[src/rtl/mul_iter32.sv]
// mul_iter32: iterative 32x32->64 shift-add multiplier with start/busy/done handshake.
// Optional feature macro SIGNED_MUL_EN: when defined, the latched is_signed selects
// a signed multiply (magnitudes multiplied, result negated on sign mismatch).
module mul_iter32 #(
    parameter int WIDTH = 32,
    parameter int CNT_W = 6
) (
    input  logic             clk,
    input  logic             rst_n,
    input  logic             start,
    input  logic [WIDTH-1:0] op_a,
    input  logic [WIDTH-1:0] op_b,
    input  logic             is_signed,
    output logic             busy,
    output logic             done,
    output logic [WIDTH-1:0] prod_hi,
    output logic [WIDTH-1:0] prod_lo
);
    localparam logic [1:0] S_IDLE = 2'd0;
    localparam logic [1:0] S_CALC = 2'd1;
    localparam logic [1:0] S_DONE = 2'd2;

    logic [1:0]         state_q, state_d;
    logic [CNT_W-1:0]   cnt_q, cnt_d;
    logic [WIDTH-1:0]   acc_q, acc_d;
    logic [WIDTH-1:0]   mplr_q, mplr_d;
    logic [WIDTH-1:0]   mcand_q, mcand_d;
    logic [2*WIDTH-1:0] prod_q, prod_d;
    logic [WIDTH:0]     sum;
    logic [2*WIDTH-1:0] step;
    logic [2*WIDTH-1:0] fin;
    logic [WIDTH-1:0]   mag_a, mag_b;
    logic               accept, last;

`ifdef SIGNED_MUL_EN
    logic neg_q, neg_d;
    logic a_neg, b_neg;
    assign a_neg = is_signed & op_a[WIDTH-1];
    assign b_neg = is_signed & op_b[WIDTH-1];
    assign mag_a = a_neg ? -op_a : op_a;
    assign mag_b = b_neg ? -op_b : op_b;
    assign neg_d = accept ? (a_neg ^ b_neg) : neg_q;
    assign fin   = neg_q ? -step : step;

    // Sign of the result, captured with the operands.
    always_ff @(posedge clk) begin
        if (!rst_n) neg_q <= 1'b0;
        else        neg_q <= neg_d;
    end
`else
    logic unused_is_signed;
    assign unused_is_signed = is_signed;
    assign mag_a = op_a;
    assign mag_b = op_b;
    assign fin   = step;
`endif

    assign busy    = state_q == S_CALC;
    assign done    = state_q == S_DONE;
    assign prod_hi = prod_q[2*WIDTH-1:WIDTH];
    assign prod_lo = prod_q[WIDTH-1:0];

    // Next state: accept in IDLE/DONE, one add-and-shift per CALC cycle, publish on DONE entry.
    always_comb begin
        accept  = start && (state_q != S_CALC);
        last    = (state_q == S_CALC) && (cnt_q == CNT_W'(WIDTH-1));
        sum     = {1'b0, acc_q} + (mplr_q[0] ? {1'b0, mcand_q} : '0);
        step    = {sum, mplr_q[WIDTH-1:1]};
        state_d = state_q;
        cnt_d   = cnt_q;
        acc_d   = acc_q;
        mplr_d  = mplr_q;
        mcand_d = mcand_q;
        prod_d  = prod_q;
        if (accept) begin
            state_d = S_CALC;
            cnt_d   = '0;
            acc_d   = '0;
            mcand_d = mag_a;
            mplr_d  = mag_b;
        end else if (state_q == S_CALC) begin
            acc_d   = step[2*WIDTH-1:WIDTH];
            mplr_d  = step[WIDTH-1:0];
            cnt_d   = cnt_q + CNT_W'(1);
            state_d = last ? S_DONE : S_CALC;
            prod_d  = last ? fin : prod_q;
        end else if (state_q == S_DONE) begin
            state_d = S_IDLE;
        end
    end

    // State and datapath registers; reset discards any operation in flight.
    always_ff @(posedge clk) begin
        if (!rst_n) begin
            state_q <= S_IDLE;
            cnt_q   <= '0;
            acc_q   <= '0;
            mplr_q  <= '0;
            mcand_q <= '0;
            prod_q  <= '0;
        end else begin
            state_q <= state_d;
            cnt_q   <= cnt_d;
            acc_q   <= acc_d;
            mplr_q  <= mplr_d;
            mcand_q <= mcand_d;
            prod_q  <= prod_d;
        end
    end
endmodule

[config.mk]
export PLATFORM = sky130hd
export DESIGN_NAME = mul_iter32
export DESIGN_NICKNAME = d
export VERILOG_FILES = /design/src/rtl/mul_iter32.sv
export SDC_FILE = /design/constraint.sdc
export NUM_CORES = 1
export LEC_CHECK = 0
export ABC_AREA = 0
export ABC_CLOCK_PERIOD_IN_PS = 5500
export BUFFER_PORTS_ARGS = -buffer_cell sky130_fd_sc_hd__buf_2
export CAP_MARGIN = 10
export CORE_MARGIN = 2
export CORE_UTILIZATION = 50
export DETAILED_ROUTE_END_ITERATION = 10
export GPL_TIMING_DRIVEN = 0
export HOLD_SLACK_MARGIN = 0.05
export PLACE_DENSITY = 0.72
export SYNTH_ARGS = -nofsm -noshare
export SYNTH_HDL_FRONTEND = slang
export SYNTH_SLANG_ARGS = --single-unit
export TNS_END_PERCENT = 1
[constraint.sdc]
create_clock -name clk -period 5.5 [get_ports clk]
set_input_delay 0.275 -clock clk [delete_from_list [all_inputs] [get_ports clk]]
set_output_delay 0.275 -clock clk [all_outputs]
set_load 0.02 [all_outputs]
==> summary.txt <==
Synthesis
  – Ys async rst share: 0
  – Top_reg_cell synth: dfxtp_1
  – EDFF count, synth: 0
  – Synth Area per Inst: 8.250 um2
  – Post-synthesis cell count: 1,019
  – Ys Warns: 0
  – Count of cell types in the netlist: 53
  – Register bit total from synthesis: 168
  – Synthesized area: 8407 um2
  – Post-synth net total: 1,123
  – Sequential area share after synthesis: 0.4001

Timing
  – Setup TNS: 0 ps
  – F_max: 290.7 MHz
  – Max Clock Skew: 8.773 ps
  – Slew Limit Fails: 0
  – RSZ-0062 raised after global routing: false
  – Least-Margin Pin Slew: 798.4 ps
  – Endpoints failing setup: 0
  – Final hold vios: 0
  – Slew headroom: 0.4678
  – Tcrit/Tclk final: 0.6254
  – Tmin final: 3440 ps

Power and ir drop
  – Part of the power in registers: 0.452
  – Sw frac: 0.2465
  – Internal power: 2.135 mW
  – Clock share of power: 0.466
  – Sw Pwr: 698.7 uW
  – Worst vdd ir: 244.3 uV
  – Combinational Power Share: 0.083
  – Total Power: 2.834 mW
  – Pwr per Cell Area: 283.7 nW/um2
  – Leak: 4.300 nW

Placed design
  – Routability cong.: 0.9218
  – Input/output buffers: 131
  – Area after DPL: 9338 um2
  – Dpl hpwl: 15.75 mm
  – Dpl cells: 1,370

Route
  – Pre-Repair DR Iteration Count: 6
  – Wire per inst: 15.05 um
  – Post-Route WL: 21.10 mm
  – Antenna viol nets, final: 0
  – Vias/cell: 5.280
  – Number of remaining DRC errors: 0
  – Drt first-iter violations: 389
  – Vias: 7,403

Final layout
  – Fraction of layout cells with a size suffix above 1: 0.1455
  – Finished Layout Cells: 1,402
  – Synthesis-to-finish area growth: 18.84%
  – Post-Layout Inst Area: 9991 um2
  – Core Util, Final: 0.6046
  – Fillers: 1,480
  – Ant diodes: 0
  – Final #Nets: 1,273

Clock network
  – Root buf cell: clkbuf_16
  – H-tree Lvls: 4
  – Clock Pin Slew Worst Setup and Hold Paths: 70 ps
  – # clock sinks: 168
  – Post-CTS Resized: 0
  – Setup Buffers After CTS: 0
  – Hold_buf cts: 0
  – CTS tree: done
  – CTS Buf Count: 17
  – Worst-Skew Late Latency: 440 ps
  – Max clock buf depth: 2

Worst setup path
  – CP most frequent cell: a21o_1
  – CP arrival: 3770 ps
  – CP bufs+invs: 1
  – Critical R2R Launch: mplr_q[0]$_SDFFE_PN0P_
  – Startpoint class of the critical path: flop
  – Worst path cell trace: clkbuf_1 > and2_1 > ha_1 > a21o_1 > a221oi_1 > o21a_1 > o211ai_1 > nand4_1 > mux2i_1 > nor3_1 > a21o_1
  – Crit-path leading delay family: compound AO/OA/AOI/OAI gates
  – CP required: 5830 ps
  – CP max-delay cell: a221oi_1
  – Reg2reg setup slack: 2060 ps
  – Crit. End Element: flop
  – CP peak stage delay: 600 ps
  – Critical path class: reg -> reg
  – Critical path origin: mplr_q[0]$_SDFFE_PN0P_
  – CP max FO: 10

GRT
  – Largest net degree at the start of global routing: 17
  – Initial antenna violation count: 0
  – GRT overflow: 0
  – Vias in the first global route: 7,071
  – Tot GR Track Use: 0.2412
  – First-pass GRT wire length: 34.64 mm

Floorplanning
  – Core area: 16,520 um2
  – IO Pins: 134
  – Die area: 17,870 um2
  – Row count: 47
  – Initial Util: 0.5087
  – Die X: 133.7 um
  – Chip height: 133.7 um

Min path
  – Worst min-delay path class: in -> reg
  – Hold path start: op_a[13]

Outcome
  – Status: complete, no violations

Flow run
  – Max-Cap Viols: 0
[flip-flops by register name, indices dropped and copies added, names as in the netlist]
| signal | count |
|---|---|
| prod_q | 64 |
| cnt_q | 6 |
| acc_q | 32 |
| mcand_q | 32 |
| state_q | 2 |
| mplr_q | 32 |
[cell families after synthesis]
family | after synthesis | share of synthesized area
mux | 50 | 0.05953
fa+ha+maj | 36 | 0.05447
simple gates | 399 | 0.2173
compound gates | 256 | 0.2005
buf+inv | 79 | 0.03587
xor+xnor | 31 | 0.03230
flops | 168 | 0.4001
[power groups by stage]
stage	Sequential (mW)	Clock [mW]	Combinational, mW
CTS	1.28	1.33	0.235
detailed placement	1.31	0	0.234
floorplan	1.30	0	0.157
finish	1.28	1.32	0.234
global route	1.28	1.38	0.263
global placement	1.31	0	0.231
[layout make-up]
| type | instances | area, um2 | share of cell area |
|---|---|---|---|
| Sequential cell | 168 | 3363 | 0.3366 |
| Tap cell | 220 | 275.3 | 0.02755 |
| Buffer | 69 | 264.0 | 0.02642 |
| Timing Repair Buffer | 131 | 655.6 | 0.06562 |
| Clock inverter | 14 | 214.0 | 0.02142 |
| Multi-Input combinational cell | 772 | 4742 | 0.4746 |
| Inverter | 10 | 37.54 | 0.003757 |
| Clock buffer | 18 | 439.2 | 0.04396 |
[tightest hold or removal path, delay by kind of cell]
| family | cells | cell delay, ps |
|---|---|---|
| and+or+nand+nor | 1 | 40 |
| buffers and inverters | 1 | 90 |
| AOI/OAI and AO/OA | 1 | 60 |
[cell usage after synthesis, types with 17 or more instances]
master,count,area share
a21boi_0,82,0.073
a21o_1,22,0.020
a21oi_1,37,0.022
and2_1,72,0.054
clkbuf_1,62,0.028
dfxtp_1,168,0.40
ha_1,35,0.052
mux2i_1,50,0.060
nand2_1,233,0.10
nand3_1,17,0.010
nor2_1,35,0.016
o21ai_0,63,0.038
[layer usage]
metal / vias up / routed length (um) / track usage
met5: - / 0 / 0
met1: 3383 / 10160 / 0.3221
met4: 0 / 411 / 0.07920
li1: 3786 / - / -
met2: 203 / 9504 / 0.3940
met3: 31 / 1026 / 0.04642
[cell usage in the layout (no fill, tap or decap), types with 4 or more instances in the layout]
cell type and n:
a211oi_1 5, o22ai_1 4, mux2i_1 50, buf_2 132
nor2_1 35, ha_1 35, nand2_1 233, a21o_1 22
bufinv_16 4, clkbuf_16 17, nand3b_1 4, a21boi_0 82
nor2b_1 4, nand2b_1 7, dfxtp_1 168, nand4_1 9
clkinv_4 5, and2_1 72, nor3_1 5, xor2_1 16
xnor2_1 15, a31oi_1 6, o21bai_1 4, inv_1 10
a21oi_1 37, clkbuf_1 62, o21ai_0 63, buf_1 5
nand3_1 17
[path summary, 6_finish.rpt]
kind	cells after the start	end
hold reg to reg	2	mcand_q[15]$_SDFFE_PN0P_
setup / recovery	11	acc_q[29]$_SDFFE_PP0P_
setup reg to reg	11	acc_q[29]$_SDFFE_PP0P_
hold / removal	3	mcand_q[13]$_SDFFE_PN0P_
[metrics by stage]
step / hold slack (ps) / setup slack, ps
after floorplan: 419.9 / 2725
after global placement: 444.7 / 2144
after detailed placement: 450.1 / 2122
after CTS: 71.05 / 2087
after global routing: 75.99 / 1808
final: 81.16 / 2061
(Power assumes the default switching activity.)
